<file path="config.mk">
export PLATFORM = sky130hd
export DESIGN_NAME = dffre_bank_arbiter
export DESIGN_NICKNAME = d
export VERILOG_FILES = /design/src/rtl/dffre_arb_pkg.sv /design/src/rtl/dffre_word.sv /design/src/rtl/dffre_bank_arbiter.sv
export SDC_FILE = /design/constraint.sdc
export NUM_CORES = 1
export LEC_CHECK = 0
export BUFFER_PORTS_ARGS = -buffer_cell sky130_fd_sc_hd__buf_2
export CORE_MARGIN = 3
export CORE_UTILIZATION = 35
export CTS_CLUSTER_DIAMETER = 120
export CTS_CLUSTER_SIZE = 16
export DETAILED_ROUTE_END_ITERATION = 8
export SLEW_MARGIN = 40
export SYNTH_ARGS = -nofsm -noshare
export SYNTH_HDL_FRONTEND = slang
export SYNTH_SLANG_ARGS = --single-unit
</file>
<file path="constraint.sdc">
create_clock -name clk -period 1.94 [get_ports clk]
set_input_delay 0.388 -clock clk [delete_from_list [all_inputs] [get_ports clk]]
set_output_delay 0.388 -clock clk [all_outputs]
set_load 0.01 [all_outputs]
</file>
<file path="src/rtl/dffre_arb_pkg.sv">
// Shared types and helpers for the dffre register-bank arbiter.
package dffre_arb_pkg;

    typedef enum logic [1:0] {
        IDLE,
        WRITE,
        CLEAR
    } arb_state_t;

    // Index width that never collapses to zero bits for tiny parameter values.
    function automatic int clog2_min1(input int n);
        return (n <= 2) ? 1 : $clog2(n);
    endfunction

endpackage

</file>
<file path="src/rtl/dffre_word.sv">
// One register word: synchronous clear (highest priority), then enable-gated load.
module dffre_word #(
    parameter int DATA_W = 8
) (
    input  logic              clk,
    input  logic              i_Reset,
    input  logic              i_Enable,
    input  logic [DATA_W-1:0] i_D,
    output logic [DATA_W-1:0] o_Q
);

    always_ff @(posedge clk) begin
        if (i_Reset) begin
            o_Q <= '0;
        end else if (i_Enable) begin
            o_Q <= i_D;
        end
    end

endmodule

</file>
<file path="src/rtl/dffre_bank_arbiter.sv">
// Arbitrates NUM_REQ word writers onto a bank of NUM_REGS dffre words, plus bank-wide clear.
// Define DFFRE_ARB_FIXED_PRIO_EN for fixed lowest-index priority instead of round-robin.
module dffre_bank_arbiter
    import dffre_arb_pkg::*;
#(
    parameter int NUM_REQ  = 4,
    parameter int DATA_W   = 8,
    parameter int NUM_REGS = 6,
    localparam int ADDR_W  = clog2_min1(NUM_REGS)
) (
    input  logic                       clk,
    input  logic                       i_Reset,
    input  logic [NUM_REQ-1:0]         i_Req_Valid,
    input  logic [NUM_REQ*ADDR_W-1:0]  i_Req_Addr,
    input  logic [NUM_REQ*DATA_W-1:0]  i_Req_Data,
    output logic [NUM_REQ-1:0]         o_Req_Ready,
    input  logic                       i_Clear,
    output logic                       o_Clear_Done,
    output logic                       o_Err,
    output logic                       o_Busy,
    output logic [NUM_REGS*DATA_W-1:0] o_Q
);

    localparam int REQ_W = clog2_min1(NUM_REQ);
    localparam logic [ADDR_W:0]  NUM_REGS_X = (ADDR_W + 1)'(NUM_REGS);
    localparam logic [REQ_W-1:0] LAST_REQ   = REQ_W'(NUM_REQ - 1);

    arb_state_t          state, next_state;
    logic [REQ_W-1:0]    search_base;
    logic                grant_found;
    logic [REQ_W-1:0]    grant_idx;
    logic [ADDR_W-1:0]   grant_addr;
    logic [DATA_W-1:0]   grant_data;
    logic [REQ_W-1:0]    win_idx;
    logic [ADDR_W-1:0]   win_addr;
    logic [DATA_W-1:0]   win_data;
    logic                bad_addr;
    logic                word_rst;
    logic [NUM_REGS-1:0] word_en;

`ifdef DFFRE_ARB_FIXED_PRIO_EN
    assign search_base = '0;
`else
    logic [REQ_W-1:0] rr_ptr;

    always_ff @(posedge clk) begin
        if (i_Reset) begin
            rr_ptr <= '0;
        end else if (state == WRITE) begin
            rr_ptr <= (win_idx == LAST_REQ) ? '0 : win_idx + 1'b1;
        end
    end

    assign search_base = rr_ptr;
`endif

    // Rotating search as two passes: indices at/after the base first, then the wrap-around.
    always_comb begin
        grant_found = 1'b0;
        grant_idx   = '0;
        grant_addr  = '0;
        grant_data  = '0;
        for (int unsigned i = 0; i < NUM_REQ; i++) begin
            if (!grant_found && i_Req_Valid[i] && (REQ_W'(i) >= search_base)) begin
                grant_found = 1'b1;
                grant_idx   = REQ_W'(i);
                grant_addr  = i_Req_Addr[i*ADDR_W +: ADDR_W];
                grant_data  = i_Req_Data[i*DATA_W +: DATA_W];
            end
        end
        for (int unsigned i = 0; i < NUM_REQ; i++) begin
            if (!grant_found && i_Req_Valid[i]) begin
                grant_found = 1'b1;
                grant_idx   = REQ_W'(i);
                grant_addr  = i_Req_Addr[i*ADDR_W +: ADDR_W];
                grant_data  = i_Req_Data[i*DATA_W +: DATA_W];
            end
        end
    end

    always_ff @(posedge clk) begin
        if (i_Reset) begin
            state <= IDLE;
        end else begin
            state <= next_state;
        end
    end

    always_ff @(posedge clk) begin
        if (i_Reset) begin
            win_idx  <= '0;
            win_addr <= '0;
            win_data <= '0;
        end else if (state == IDLE && !i_Clear && grant_found) begin
            win_idx  <= grant_idx;
            win_addr <= grant_addr;
            win_data <= grant_data;
        end
    end

    // Outputs are gated by i_Reset so a reset landing on a WRITE cycle yields no ready pulse.
    always_comb begin
        next_state   = state;
        o_Req_Ready  = '0;
        o_Err        = 1'b0;
        o_Clear_Done = 1'b0;
        word_rst     = i_Reset;
        word_en      = '0;
        bad_addr     = ({1'b0, win_addr} >= NUM_REGS_X);
        unique case (state)
            IDLE: begin
                if (i_Clear) begin
                    next_state = CLEAR;
                end else if (grant_found) begin
                    next_state = WRITE;
                end
            end
            WRITE: begin
                next_state = IDLE;
                if (!i_Reset) begin
                    o_Req_Ready[win_idx] = 1'b1;
                    o_Err                = bad_addr;
                    for (int unsigned w = 0; w < NUM_REGS; w++) begin
                        word_en[w] = !bad_addr && (win_addr == ADDR_W'(w));
                    end
                end
            end
            CLEAR: begin
                next_state   = IDLE;
                word_rst     = 1'b1;
                o_Clear_Done = !i_Reset;
            end
            default: next_state = IDLE;
        endcase
    end

    assign o_Busy = (state != IDLE);

    for (genvar w = 0; w < NUM_REGS; w++) begin : g_word
        dffre_word #(
            .DATA_W(DATA_W)
        ) u_word (
            .clk     (clk),
            .i_Reset (word_rst),
            .i_Enable(word_en[w]),
            .i_D     (win_data),
            .o_Q     (o_Q[w*DATA_W +: DATA_W])
        );
    end

endmodule

</file>
# Yosys cells after proc, flatten, opt, wreduce, memory -nomap -nowiden
# Index checks and enable logic that the tools add are counted.
# totals
register_bits,65
# classes
n_addsub,1
order_cmp,7
n_eq_ne,8
n_mux,44
bitwise,1
n_reduce_logical,36
# op_table
cell,count
8-bit 2-to-1 mux,8
3-bit 2-to-1 mux,8
1-bit logical AND,20
2-bit 2-to-1 mux,9
1-bit 2-to-1 mux,14
6-bit 2-to-1 mux,2
1-bit logical NOT,10
4-bit 2-to-1 mux,2
3-bit by 2-bit equality test with 1-bit output (second input constant),2
3-bit equality test (second input constant),2
2-bit equality test (second input constant),2
1-bit by 2-bit greater-or-equal comparator with 1-bit output (first input constant),2
2-bit greater-or-equal comparator (first input constant),2
2-bit nonzero test,2
3-bit by 1-bit equality test with 1-bit output (second input constant),1
3-bit greater-or-equal comparator (second input constant),1
3-bit logical NOT,1
2-bit by 3-bit less-than comparator with 1-bit output (second input constant),1
3-bit OR reduction,1
2-bit by 1-bit adder with 2-bit output (second input constant),1
1-bit demux with 2-bit select,1
2-bit by 1-bit equality test with 1-bit output (second input constant),1
2-bit by 1-bit greater-or-equal comparator with 1-bit output (second input constant),1
2-bit logical NOT,1
2 further kinds,2

# Logic depth before layout (Yosys ltp)
# Gate-level depths: netlist of run 1.
# depth
word_depth,29
depth_mapped,7
mapped_depth_nobuf,5

# Cells and area by module
# Synthesis of run 1 repeated with hierarchy kept, for this count alone.
# hier_totals
cells_unflattened,359
hier_area_um2,3367.0
# modules_own_cells
mod,n_inst,cells_each,area_each_um2
dffre_word,6,26,285.3
dffre_bank_arbiter,1,203,1655.3

# Least setup slack after synthesis of run 1
# No wires, ideal clock.
# synth_timing
kind,input-to-reg
start,input i_Req_Valid[2]
end,register win_data[0]
setup_ns,0.129
arrival_ns,1.553
required_ns,1.811
path_slack_ns,0.258
path_stages,6
n_path_buf,1
path_cell_list,buf_6 > o21ba_4 > a2111oi_0 > a31oi_1 > o31ai_1 > o211ai_1
# synth_via
elab_chain_len,20
elab_cells_between_ends,26
classes_between,mux (12); reduce/logical (14)
# synth_lines
element,line,text
from (decl),dffre_bank_arbiter.sv:13,"input logic [NUM_REQ-1:0] i_Req_Valid,"
1-bit logical AND (2 in a row),dffre_bank_arbiter.sv:64,if (!grant_found && i_Req_Valid[i] && (REQ_W'(i) >= search_base)) begin
1-bit 2-to-1 mux,dffre_bank_arbiter.sv:64,
1-bit logical NOT,dffre_bank_arbiter.sv:64,
1-bit logical AND (2 in a row),dffre_bank_arbiter.sv:64,
1-bit 2-to-1 mux,dffre_bank_arbiter.sv:64,
1-bit logical NOT,dffre_bank_arbiter.sv:72,if (!grant_found && i_Req_Valid[i]) begin
1-bit logical AND,dffre_bank_arbiter.sv:72,
1-bit 2-to-1 mux,dffre_bank_arbiter.sv:72,
[2 not listed],-,
1-bit 2-to-1 mux,dffre_bank_arbiter.sv:72,
1-bit logical NOT,dffre_bank_arbiter.sv:72,
1-bit logical AND,dffre_bank_arbiter.sv:72,
1-bit 2-to-1 mux,dffre_bank_arbiter.sv:72,
1-bit logical NOT,dffre_bank_arbiter.sv:72,
1-bit logical AND,dffre_bank_arbiter.sv:72,
1-bit 2-to-1 mux,dffre_bank_arbiter.sv:72,
1-bit logical AND,dffre_bank_arbiter.sv:94,end else if (state == IDLE && !i_Clear && grant_found) begin
to (signal assigned),dffre_bank_arbiter.sv:97,win_data <= grant_data;
to (decl),dffre_bank_arbiter.sv:36,logic [DATA_W-1:0] win_data;
# Parallel ways exist; a longest one is shown, timed or not.
# A chain may end at the register's enable or synchronous reset.

# Final worst setup path of run 1
# layout_timing
start,register state[0]
end,register win_data[3]
# layout_via
elab_chain_len,3
# layout_lines
element,line,text
from (decl),dffre_bank_arbiter.sv:28,"arb_state_t state, next_state;"
from (signal assigned),dffre_bank_arbiter.sv:85,state <= next_state;
2-bit logical NOT,dffre_bank_arbiter.sv:94,
1-bit logical AND (2 in a row),dffre_bank_arbiter.sv:94,
# Every way passes these cells.

==> insert_results.sql, run 1 <==
INSERT INTO impl_metrics (metric_group, metric, value, unit) VALUES
('yosys', 'post_synth_xor_area_fraction', '0', ''),
('sta', 'clock_skew', '0.006549', 'ns'),
('cts', 'clk_pin_slew_worst_paths', '0.07', 'ns'),
('cts', 'cts-hold-fix-buffers', '0', ''),
('power_and_ir_drop', 'fin_total_pwr', '2.870', 'mW'),
('cts', 'cts-buffers-inserted', '9', ''),
('route', 'vias', '3332', ''),
('yosys', 'synth_fa_ha_area_frac', '0.01513', ''),
('global_routing', 'pin_count_of_the_biggest_net_entering_global_routing', '49', ''),
('sta', 'max-slew-margin-rel', '0.6046', ''),
('yosys', 'post_synth_inst_count', '402', ''),
('layout', 'fillerInstances', '917', ''),
('global_routing', 'grt_antenna_before_repair', '0', ''),
('die', 'ioPinCount', '106', ''),
('place', 'global_placer_s_final_weighted_congestion', '0.8947', ''),
('layout', 'multiInputGateArea', '1863', 'um^2'),
('layout', 'antennaDiodeCount', '0', ''),
('layout', 'final_util', '0.4700', ''),
('route', 'drt_pre_antenna_iters', '4', ''),
('run_status', 'run_status', 'finished, final reports clean', ''),
('die', 'die_width', '103.2', 'um'),
('sta', 'worst_pin_slew', '0.5920', 'ns'),
('die', 'placementRows', '34', ''),
('cts', 'cts_sinks', '65', ''),
('layout', 'layout-drive-gt1-share', '0.2896', ''),
('global_routing', 'globalRouteTotalUtil', '0.1804', ''),
('yosys', 'synth_top_family_by_area', 'simple AND/OR/NAND/NOR gates', ''),
('die', 'core_region_area', '8934', 'um^2'),
('place', 'place_inst', '610', ''),
('global_routing', 'globalRouteMet2Util', '0.2768', ''),
('place', 'port_buffers', '105', ''),
('global_routing', 'grt-busiest-layer', 'met2', ''),
('cts', 'cts-root-buf', 'sky130_fd_sc_hd__clkbuf_8', ''),
('layout', 'nNetsFinal', '568', ''),
('sta', 'rsz_0062_raised_after_global_routing', 'no', ''),
('layout', 'finish.cell_count_without_fillers', '626', ''),
('sta', 'min_period', '1.818', 'ns'),
('setup_path', 'worstPathArrival', '2.03', 'ns'),
('yosys', 'synth_flop_cell', 'sky130_fd_sc_hd__dfxtp_1', ''),
('cts', 'ctsHtreeMaxLevel', '3', ''),
('yosys', 'syn_nets', '457', ''),
('cts', 'worst_skew_pair.late_latency', '0.34', 'ns'),
('global_routing', 'grt-ovfl-total', '0', ''),
('sta', 'slew_limit_fails', '0', ''),
('sta', 'setup_viol', '0', ''),
('die', 'start_util', '0.3703', ''),
('setup_path', 'crit_type', 'flop to flop', ''),
('route', 'routed_wl', '9578', 'um'),
('worst_hold_path', 'timing.hold.worst.class', 'input port to flop', ''),
('flow_run', 'max_cap_violations', '0', ''),
('cts', 'cts-root-to-sink-buffers', '2', ''),
('cts', 'tritoncts_clock_tree', 'built', ''),
('route', 'first_iter_violations', '218', ''),
('route', 'wire_per_inst', '15.30', 'um'),
('yosys', 'synth-edff-count', '0', ''),
('global_routing', 'groute.layer.met3.usage', '0.03219', ''),
('yosys', 'synth_seq_area_share', '0.3933', ''),
('sta', 'timing.setup.tns', '0', 'ns'),
('yosys', 'synth_async_sr_flop_share', '0', ''),
('route', 'drc', '0', ''),
('sta', 'final.period_utilization', '0.9369', ''),
('power_and_ir_drop', 'p_leak', '2.036', 'nW'),
('sta', 'finalHoldViolations', '0', ''),
('yosys', 'synthesis.area', '3308', 'um^2'),
('setup_path', 'timing.critical_path.fanout_max', '13', ''),
('yosys', 'synthSimpleGateAreaFrac', '0.2447', ''),
('yosys', 'muxShareOfSynthArea', '0.1033', ''),
('sta', 'fmax', '550.2', 'MHz'),
('global_routing', 'grt_pass1_wl', '15040', 'um'),
('route', 'vias_per_cell', '5.323', ''),
('power_and_ir_drop', 'maximum_ir_drop_on_the_vdd_rail', '299.1', 'uV');
-- cells in the final DEF (no fill, tap or decap), types with 2 or more instances in the layout --
| cell type | Yosys | layout |
|---|---|---|
| sky130_fd_sc_hd__nor4_2 | 2 | 2 |
| sky130_fd_sc_hd__a221oi_1 | 6 | 6 |
| sky130_fd_sc_hd__buf_2 | 9 | 105 |
| sky130_fd_sc_hd__clkbuf_1 | 11 | 2 |
| sky130_fd_sc_hd__a21o_1 | 5 | 5 |
| sky130_fd_sc_hd__a31oi_1 | 8 | 8 |
| sky130_fd_sc_hd__nand2_1 | 44 | 44 |
| sky130_fd_sc_hd__o31ai_1 | 4 | 4 |
| sky130_fd_sc_hd__dfxtp_1 | 65 | 65 |
| sky130_fd_sc_hd__o211ai_1 | 3 | 3 |
| sky130_fd_sc_hd__o21bai_1 | 2 | 2 |
| sky130_fd_sc_hd__inv_1 | 12 | 12 |
| sky130_fd_sc_hd__mux2i_1 | 33 | 33 |
| sky130_fd_sc_hd__clkinvlp_4 | 0 | 2 |
| sky130_fd_sc_hd__nor2_1 | 45 | 43 |
| sky130_fd_sc_hd__ha_1 | 4 | 4 |
| sky130_fd_sc_hd__and2_0 | 3 | 3 |
| sky130_fd_sc_hd__nand3_1 | 28 | 28 |
| sky130_fd_sc_hd__a211oi_1 | 4 | 4 |
| sky130_fd_sc_hd__a221o_1 | 2 | 2 |
| sky130_fd_sc_hd__o21ai_0 | 12 | 12 |
| sky130_fd_sc_hd__and3_1 | 6 | 6 |
| sky130_fd_sc_hd__o22ai_1 | 8 | 8 |
| sky130_fd_sc_hd__nor3b_1 | 6 | 6 |
| sky130_fd_sc_hd__and2_1 | 7 | 7 |
| sky130_fd_sc_hd__o21ai_1 | 2 | 2 |
| sky130_fd_sc_hd__a22o_1 | 3 | 3 |
| sky130_fd_sc_hd__nor3_1 | 5 | 4 |
| sky130_fd_sc_hd__a21oi_1 | 35 | 35 |
| sky130_fd_sc_hd__buf_4 | 1 | 18 |
| sky130_fd_sc_hd__nand2b_1 | 7 | 7 |
| sky130_fd_sc_hd__nor2b_1 | 2 | 2 |
| sky130_fd_sc_hd__clkbuf_8 | 0 | 10 |
-- through the flow --
stage	setup WS [ns]	hold WS, ns	instance area, um^2
6_report	0.1224	0.3290	4199
3_3_place_gp	0.09837	0.4437	4009
5_1_grt	0.01113	0.3381	4199
3_5_place_dp	0.03810	0.4455	4009
4_1_cts	0.04624	0.3154	4185
2_1_floorplan	0.2579	0.4805	3308
-- metal layers --
layer | part of all wire | vias to the layer above
li1 | - | 1659
met1 | 0.48 | 1535
met2 | 0.45 | 127
met3 | 0.060 | 11
met4 | 0.0086 | 0
met5 | 0 | -
-- worst max-delay path, cell delays in order (launching register included) --
cell                      delay (ns)
sky130_fd_sc_hd__dfxtp_1        0.31
sky130_fd_sc_hd__or2_0          0.33
sky130_fd_sc_hd__or3_4          0.50
sky130_fd_sc_hd__a221o_1        0.28
sky130_fd_sc_hd__a21oi_1        0.17
sky130_fd_sc_hd__o22ai_1        0.10
-- worst paths after layout --
| check | slack, ns | cells past startpoint | from | end |
|---|---|---|---|---|
| setup / recovery | 0.12 | 5 | state[0] | win_data[3] |
| hold / removal | 0.33 | 3 | i_Req_Data[5] | win_data[5] |
| setup reg to reg | 0.12 | 5 | state[0] | win_data[3] |
| hold reg to reg | 0.45 | 2 | g_word[1].u_word.o_Q[0] | g_word[1].u_word.o_Q[0] |
-- cell usage after synthesis (8+ instances only) --
master                     count  area (um^2)
sky130_fd_sc_hd__mux2i_1      33        330.3
sky130_fd_sc_hd__o21ai_0      12        60.06
sky130_fd_sc_hd__buf_2         9        45.04
sky130_fd_sc_hd__inv_1        12        45.04
sky130_fd_sc_hd__nor2_1       45        168.9
sky130_fd_sc_hd__a31oi_1       8        50.05
sky130_fd_sc_hd__dfxtp_1      65         1301
sky130_fd_sc_hd__a21oi_1      35        175.2
sky130_fd_sc_hd__nand2_1      44        165.2
sky130_fd_sc_hd__clkbuf_1     11        41.29
sky130_fd_sc_hd__nand3_1      28        140.1
sky130_fd_sc_hd__o22ai_1       8        50.05
-- timing repair --
item	CTS	global route
buffers inserted	0	0
endpoints found under the setup margin	5	12
gates cloned	0	0
resized for setup	1	3
-- cell families after synthesis --
kind of cell | after synthesis
DFF | 65
buffers and inverters | 36
and+or+nand+nor | 165
AOI/OAI and AO/OA | 98
adders and majority gates | 4
muxes | 34
-- power breakdown --
part	leakage [nW]	internal (mW)	switching, mW
registers	0.526	1.37	0.0634
clock network	0.0826	0.499	0.514
logic	1.43	0.178	0.249
total	2.04	2.04	0.826
-- flip-flops by register name, summed over array words and instances (netlist names) --
name / cells
g_word.u_word.o_Q: 48
rr_ptr: 2
win_data: 8
win_addr: 3
state: 2
win_idx: 2
-- final cells by class --
type	count	share of cell area
Tap cell	108	0.03218
Timing Repair Buffer	124	0.1621
Multi-Input combinational cell	301	0.4437
Clock buffer	12	0.03456
Clock inverter	4	0.006853
Sequential cell	65	0.3099
Inverter	12	0.01073
No activity file was read; power rests on OpenSTA's default activity.
==> run 2, diff against run 1 <==
--- a/config.mk
+++ b/config.mk
@@ -6,10 +6,11 @@
 export NUM_CORES = 1
 export LEC_CHECK = 0
-export BUFFER_PORTS_ARGS = -buffer_cell sky130_fd_sc_hd__buf_2
+export BUFFER_PORTS_ARGS = -buffer_cell sky130_fd_sc_hd__clkbuf_2
 export CORE_MARGIN = 3
-export CORE_UTILIZATION = 35
+export CORE_UTILIZATION = 40
 export CTS_CLUSTER_DIAMETER = 120
 export CTS_CLUSTER_SIZE = 16
 export DETAILED_ROUTE_END_ITERATION = 8
+export PLACE_DENSITY = 0.65
 export SLEW_MARGIN = 40
 export SYNTH_ARGS = -nofsm -noshare
==> constraint.sdc (replaced) <==
create_clock -name clk -period 1.94 [get_ports clk]
set_input_delay 0.291 -clock clk [delete_from_list [all_inputs] [get_ports clk]]
set_output_delay 0.291 -clock clk [all_outputs]
set_load 0.01 [all_outputs]
==> run 2 against run 1 <==
Effect of this change:
- clock power is 24% higher
- power is 7.9% higher
- clock skew grew 0.0018 ns
- die area fell by 12%
- worst setup slack improved by 0.0072 ns
- sequential power about the same
- utilization up 6.5 points
- sequential share of layout area shrank 0.14 points
- routed wire length is 2.3% lower
- non-clock buffer count down 1
==> insert_results.sql, run 2 (synthesis results as in run 1) <==
INSERT INTO impl_metrics (metric_group, metric, value, unit) VALUES
('sta', 'setup_viol', '0', ''),
('run_status', 'run_status', 'finished, final reports clean', ''),
('place', 'placed_cell_area', '3994', 'um^2'),
('setup_path', 'worst-endpoint-required', '2.15', 'ns'),
('route', 'wire_per_inst', '15.12', 'um'),
('cts', 'cts-hold-fix-buffers', '0', ''),
('layout', 'antennaDiodeCount', '0', ''),
('setup_path', 'timing.critical_path.fanout_max', '9', ''),
('setup_path', 'crit_type', 'flop to flop', ''),
('route', 'drt_pre_antenna_iters', '4', ''),
('place', 'port_buffers', '105', ''),
('power_and_ir_drop', 'p_leak', '2.006', 'nW'),
('setup_path', 'crit_path_end_kind', 'flop', ''),
('setup_path', 'cells_on_worst_reg2reg_path', '6', ''),
('die', 'ioPinCount', '106', ''),
('worst_hold_path', 'startpoint_of_the_worst_hold_path', 'i_Req_Data[5]', ''),
('sta', 'clock_skew', '0.008378', 'ns'),
('layout', 'largest_register_ff_count', '48', ''),
('sta', 'max-slew-margin-rel', '0.6488', ''),
('layout', 'area_growth', '27.50', '%'),
('sta', 'min_period', '1.810', 'ns'),
('die', 'placementRows', '32', ''),
('sta', 'rsz_0062_raised_after_global_routing', 'no', ''),
('setup_path', 'worstPathArrival', '2.02', 'ns'),
('sta', 'worst_pin_slew', '0.5135', 'ns'),
('cts', 'tritoncts_clock_tree', 'built', ''),
('cts', 'cts_sinks', '65', ''),
('layout', 'layout_top_registers', 'g_word.u_word.o_Q (48), win_data (8), win_addr (3)', ''),
('cts', 'post_cts_buffers', '0', ''),
('sta', 'slew_limit_fails', '0', ''),
('route', 'vias_per_cell', '5.447', ''),
('cts', 'clk_pin_slew_worst_paths', '0.08', 'ns'),
('route', 'ant_nets', '0', ''),
('power_and_ir_drop', 'power_density', '734.3', 'nW/um^2'),
('die', 'start_util', '0.4194', ''),
('layout', 'nNetsFinal', '567', ''),
('global_routing', 'grt_antenna_before_repair', '0', ''),
('power_and_ir_drop', 'maximum_ir_drop_on_the_vdd_rail', '382.4', 'uV'),
('global_routing', 'grt_pass1_wl', '15150', 'um'),
('cts', 'cts-root-to-sink-buffers', '2', ''),
('worst_hold_path', 'hold_end', 'win_data[5]', ''),
('sta', 'finalHoldViolations', '0', ''),
('layout', 'stdcell_area', '4218', 'um^2'),
('route', 'drc', '0', ''),
('die', 'die_area', '9397', 'um^2'),
('sta', 'fmax', '552.3', 'MHz'),
('layout', 'top_register', 'g_word.u_word.o_Q', ''),
('die', 'core_region_area', '7888', 'um^2'),
('place', 'global_placer_s_final_weighted_congestion', '0.8707', ''),
('worst_hold_path', 'hold-path-cell-count', '3', ''),
('cts', 'ctsHtreeMaxLevel', '3', ''),
('setup_path', 'rrSetupSlack', '0.13', 'ns'),
('setup_path', 'setup.worst_path.start_class', 'flop', ''),
('layout', 'layout-drive-gt1-share', '0.2901', ''),
('route', 'first_iter_violations', '185', ''),
('layout', 'final_common_cell', 'sky130_fd_sc_hd__clkbuf_2', ''),
('cts', 'cts-root-buf', 'sky130_fd_sc_hd__clkbuf_8', ''),
('global_routing', 'first_global_vias', '3105', ''),
('layout', 'highest_count_cells_in_the_layout_ignoring_fill_and_taps', '105 x sky130_fd_sc_hd__clkbuf_2, 65 x sky130_fd_sc_hd__dfxtp_1, 44 x sky130_fd_sc_hd__nand2_1', ''),
('place', 'detailedPlacementHpwl', '7208', 'um'),
('sta', 'final.period_utilization', '0.9332', ''),
('global_routing', 'grt-ovfl-total', '0', ''),
('die', 'dieHeight', '96.94', 'um'),
('cts', 'worst_skew_pair.late_latency', '0.33', 'ns'),
('global_routing', 'pin_count_of_the_biggest_net_entering_global_routing', '49', ''),
('flow_run', 'max_cap_violations', '0', ''),
('global_routing', 'globalRouteTotalUtil', '0.1946', ''),
('setup_path', 'reg2reg_to', 'win_data[1]', ''),
('route', 'vias', '3372', ''),
('cts', 'cts-buffers-inserted', '9', ''),
('die', 'die_width', '96.94', 'um'),
('worst_hold_path', 'timing.hold.worst.class', 'input port to flop', ''),
('setup_path', 'crit-reg2reg-launch', 'rr_ptr[1]', ''),
('route', 'routed_wl', '9357', 'um'),
('sta', 'timing.setup.tns', '0', 'ns');
-- run 2: changes by cell type in the layout (fill, tap and decap cells not counted), sizes merged --
| cell | before | now |
|---|---|---|
| clkinv | 2 | 0 |
| inv | 12 | 13 |
| clkbuf | 12 | 115 |
| buf | 124 | 18 |
| bufinv | 0 | 2 |
| clkinvlp | 2 | 3 |
-- run 2: how the worst max path moves through the flow --
stage / cells after the start / slack [ns] / endpoint / from
5_1_grt: 6 / 0.04 / win_data[1] / rr_ptr[1]
3_3_place_gp: 7 / 0.13 / win_data[1] / i_Req_Valid[2]
6_report: 6 / 0.13 / win_data[1] / rr_ptr[1]
2_1_floorplan: 7 / 0.28 / win_data[1] / state[0]
3_5_place_dp: 7 / 0.14 / win_data[1] / i_Req_Valid[2]
4_1_cts: 4 / 0.02 / o_Err / state[1]
-- run 2: routing by layer --
layer  routed length, um  GRT usage
met5                   0          0
met4                 145    0.07991
met3                 793    0.03533
met2                4277     0.3084
met1                4140     0.2604
-- run 2: worst max-delay path, cell delays in order, from the launching register on --
cell and delay (ns):
sky130_fd_sc_hd__dfxtp_1 0.49, sky130_fd_sc_hd__o21ba_4 0.22, sky130_fd_sc_hd__a2111oi_0 0.51, sky130_fd_sc_hd__buf_4 0.21, sky130_fd_sc_hd__a31oi_1 0.04, sky130_fd_sc_hd__o31ai_1 0.09, sky130_fd_sc_hd__o211ai_1 0.12
-- run 2: stage by stage --
step,power (mW),hold slack (ns),instances,utilization,setup WS (ns)
floorplan,1.696,0.3903,402,-,0.2827
global placement,1.869,0.4465,603,0.5063,0.1276
detailed placement,1.876,0.4474,603,0.5063,0.1417
CTS,3.128,0.1900,619,0.5341,0.02012
global route,3.233,0.2078,619,0.5347,0.03890
finish,3.097,0.2089,619,0.5347,0.1295
-- run 2: repair_timing --
| action | CTS | global route |
|---|---|---|
| gates resized for setup | 0 | 2 |
| hold endpoints to repair | 0 | 0 |
| endpoints found under the setup margin | 0 | 6 |
-- run 2: power by group --
part	internal (mW)	switching, mW	total (mW)
registers	1.37	0.0646	1.43
logic	0.178	0.239	0.417
clock network	0.728	0.521	1.25
total	2.27	0.824	3.10
-- run 2: cell type report --
class / count / area [um^2]
clock buffer: 10 / 127.6
multi-input combinational: 301 / 1852
timing repair buffer: 123 / 673.1
fill: 747 / 3670
clock inverter: 6 / 91.34
tap: 102 / 127.6
sequential: 65 / 1301
inverter: 12 / 45.04
==> run 3, diff against run 2 <==
- SYNTH_HIERARCHICAL: not set -> 1
==> run 3 against run 2 <==
Effect of this change:
- routed wire length increased by 7.3%
- worst setup slack got worse by 0.016 ns
- maximum frequency shrank 0.85%
- sequential power barely moved
- largest power group is now clock
- critical path type unchanged
- clock power is 25% higher
- hold slack improved by 0.012 ns
- non-clock buffer count rose by 10
- via count is 5.4% lower
- area after synthesis grew 1.8%
- synthesized cell count down 11%
==> insert_results.sql, run 3 <==
INSERT INTO impl_metrics (metric_group, metric, value, unit) VALUES
('run_status', 'run_status', 'finished, final reports clean', ''),
('global_routing', 'grt_antenna_before_repair', '0', ''),
('layout', 'area_growth', '30.03', '%'),
('route', 'vias', '3190', ''),
('sta', 'timing.setup.tns', '0', 'ns'),
('yosys', 'yosys-top-cells-area', 'sky130_fd_sc_hd__dfxtp_1 39%, sky130_fd_sc_hd__mux2i_1 17%, sky130_fd_sc_hd__nor2_1 7.8%', ''),
('worst_hold_path', 'timing.hold.worst.class', 'input port to flop', ''),
('layout', 'final_common_cell', 'sky130_fd_sc_hd__clkbuf_2', ''),
('global_routing', 'grt-ovfl-total', '0', ''),
('layout', 'layout_top_registers', 'g_word.u_word/o_Q (48), win_data (8), win_addr (3)', ''),
('setup_path', 'worstPathArrival', '2.06', 'ns'),
('setup_path', 'cpPeakStageDelay', '0.49', 'ns'),
('sta', 'clock_skew', '0.007653', 'ns'),
('yosys', 'syn_nets', '414', ''),
('die', 'placementRows', '32', ''),
('power_and_ir_drop', 'fin_total_pwr', '3.454', 'mW'),
('sta', 'setup_viol', '0', ''),
('cts', 'worst_skew_pair.late_latency', '0.34', 'ns'),
('global_routing', 'pin_count_of_the_biggest_net_entering_global_routing', '49', ''),
('setup_path', 'crit_path_end_kind', 'flop', ''),
('sta', 'final_critical_path_setup_slack', '0.1139', 'ns'),
('die', 'core_region_area', '7928', 'um^2'),
('sta', 'fmax', '547.6', 'MHz'),
('power_and_ir_drop', 'power_density', '789.0', 'nW/um^2'),
('cts', 'cts-root-to-sink-buffers', '2', ''),
('route', 'drt_pre_antenna_iters', '5', ''),
('power_and_ir_drop', 'p_leak', '1.904', 'nW'),
('place', 'detailedPlacementHpwl', '7304', 'um'),
('cts', 'cts-buffers-inserted', '9', ''),
('power_and_ir_drop', 'maximum_ir_drop_on_the_vdd_rail', '336.3', 'uV'),
('yosys', 'ys_seq_elements', '65', ''),
('sta', 'slew_limit_fails', '0', ''),
('yosys', 'synth_async_sr_flop_share', '0', ''),
('layout', 'largest_register_ff_count', '48', ''),
('cts', 'clk_pin_slew_worst_paths', '0.07', 'ns'),
('die', 'dieHeight', '97.75', 'um'),
('global_routing', 'grt_pass1_wl', '16140', 'um'),
('layout', 'finish.cell_count_without_fillers', '583', ''),
('yosys', 'yosys-top-cells-count', '70 x sky130_fd_sc_hd__nor2_1, 65 x sky130_fd_sc_hd__dfxtp_1, 58 x sky130_fd_sc_hd__mux2i_1', ''),
('place', 'placed_cell_area', '4079', 'um^2'),
('setup_path', 'crit_path_top_delay_cell', 'sky130_fd_sc_hd__dfxtp_1', ''),
('place', 'port_buffers', '105', ''),
('cts', 'tritoncts_clock_tree', 'built', ''),
('layout', 'highest_count_cells_in_the_layout_ignoring_fill_and_taps', '105 x sky130_fd_sc_hd__clkbuf_2, 70 x sky130_fd_sc_hd__nor2_1, 65 x sky130_fd_sc_hd__dfxtp_1', ''),
('global_routing', 'globalRouteTotalUtil', '0.2104', ''),
('place', 'place_inst', '567', ''),
('cts', 'ctsHtreeMaxLevel', '3', ''),
('sta', 'finalHoldViolations', '0', ''),
('layout', 'layout-drive-gt1-share', '0.3680', ''),
('cts', 'cts-hold-fix-buffers', '0', ''),
('layout', 'stdcell_area', '4378', 'um^2'),
('yosys', 'synth_top_family_by_area', 'compound AO/OA/AOI/OAI gates', ''),
('cts', 'cts_sinks', '65', ''),
('sta', 'worst_pin_slew', '0.6586', 'ns'),
('sta', 'max-slew-margin-rel', '0.5596', ''),
('setup_path', 'setup.worst_path.start_class', 'flop', ''),
('setup_path', 'crit_path_cell_trace', 'nand2_1 -> nor4_4 -> or3_4 -> a21oi_2 -> a2111oi_2', ''),
('place', 'global_placer_s_final_weighted_congestion', '0.8975', ''),
('yosys', 'synth_fa_ha_area_frac', '0.01486', ''),
('global_routing', 'first_global_vias', '3129', ''),
('layout', 'antennaDiodeCount', '0', ''),
('yosys', 'ys_types', '44', ''),
('sta', 'rsz_0062_raised_after_global_routing', 'no', ''),
('yosys', 'synthesis.area', '3367', 'um^2'),
('route', 'ant_nets', '0', ''),
('die', 'die_width', '97.75', 'um'),
('die', 'ioPinCount', '106', ''),
('route', 'routed_wl', '10040', 'um'),
('yosys', 'yosysTopAreaCellShare', '0.3865', ''),
('setup_path', 'timing.critical_path.fanout_max', '9', ''),
('yosys', 'synthSimpleGateAreaFrac', '0.1813', ''),
('die', 'start_util', '0.4247', ''),
('setup_path', 'critical_path.top_delay_family', 'simple AND/OR/NAND/NOR gates', ''),
('route', 'first_iter_violations', '193', ''),
('layout', 'nNetsFinal', '531', ''),
('yosys', 'compound_cell_area_share_of_the_yosys_netlist', '0.1821', ''),
('route', 'drc', '0', ''),
('yosys', 'yosys_warnings', '6', ''),
('route', 'vias_per_cell', '5.472', ''),
('yosys', 'yosysTopAreaCell', 'sky130_fd_sc_hd__dfxtp_1', ''),
('place', 'post-place-ws', '0.02554', 'ns'),
('route', 'wire_per_inst', '17.21', 'um'),
('layout', 'top_register', 'g_word.u_word/o_Q', ''),
('yosys', 'synth_flop_cell', 'sky130_fd_sc_hd__dfxtp_1', ''),
('cts', 'cts-root-buf', 'sky130_fd_sc_hd__clkbuf_8', ''),
('sta', 'min_period', '1.826', 'ns'),
('setup_path', 'crit_type', 'flop to flop', ''),
('yosys', 'post_synth_inst_count', '359', ''),
('yosys', 'synth-edff-count', '0', ''),
('setup_path', 'worst-endpoint-required', '2.18', 'ns'),
('setup_path', 'cp_num_buf_inv', '0', ''),
('flow_run', 'max_cap_violations', '0', ''),
('yosys', 'post_synth_xor_area_fraction', '0', ''),
('yosys', 'synth_most_common_cell', 'sky130_fd_sc_hd__nor2_1', ''),
('yosys', 'synth_seq_area_share', '0.3865', ''),
('die', 'die_area', '9554', 'um^2'),
('sta', 'final.period_utilization', '0.9413', ''),
('yosys', 'muxShareOfSynthArea', '0.1724', ''),
('yosys', 'syn_area_cell', '9.379', 'um^2');
==> run 3: area by class of cell <==
type,count,area [um^2]
sequential,65,1301
clock inverter,6,137.6
tap,102,127.6
clock buffer,10,137.6
multi-input combinational,256,1884
fill,750,3550
timing repair buffer,133,748.2
inverter,11,41.29
==> run 3: what timing repair did <==
item,CTS,global route
setup buffers,0,0
setup endpoints to repair,0,13
gates resized for setup,0,6
==> run 3: routing by layer <==
layer | wire (um) | GRT usage
met5 | 0 | 0
met4 | 184 | 0.07881
met3 | 714 | 0.04571
met2 | 4632 | 0.3347
met1 | 4504 | 0.2805
==> run 3: logic make-up after synthesis <==
kind of cell,count (synthesis)
buf+inv,38
fa+ha+maj,4
flops,65
simple gates,120
mux,58
compound gates,74
==> run 3: metrics by stage <==
stage,hold WS (ns),util
after floorplan,0.4576,-
after global placement,0.4717,0.5145
after detailed placement,0.4804,0.5145
after CTS,0.2025,0.5492
after global routing,0.2064,0.5522
final,0.2211,0.5522
==> run 3: power by group <==
group | leakage (nW) | total [mW] | switching [mW] | internal [mW]
registers | 0.527 | 1.44 | 0.0739 | 1.37
logic | 1.24 | 0.451 | 0.243 | 0.207
clock network | 0.137 | 1.56 | 0.538 | 1.03
==> run 3: final timing paths <==
check	from	slack, ns	cells after the start	to
hold / removal	i_Clear	0.22	2	state[1]
setup reg to reg	rr_ptr[0]	0.11	5	win_data[5]
hold reg to reg	g_word[2].u_word/o_Q[7]	0.50	2	g_word[2].u_word/o_Q[7]
setup / recovery	rr_ptr[0]	0.11	5	win_data[5]
==> run 3: worst register-to-register path: stages (launching register included) <==
cell                        delay (ns)
sky130_fd_sc_hd__dfxtp_1          0.49
sky130_fd_sc_hd__nand2_1          0.17
sky130_fd_sc_hd__nor4_4           0.36
sky130_fd_sc_hd__or3_4            0.29
sky130_fd_sc_hd__a21oi_2          0.05
sky130_fd_sc_hd__a2111oi_2        0.37
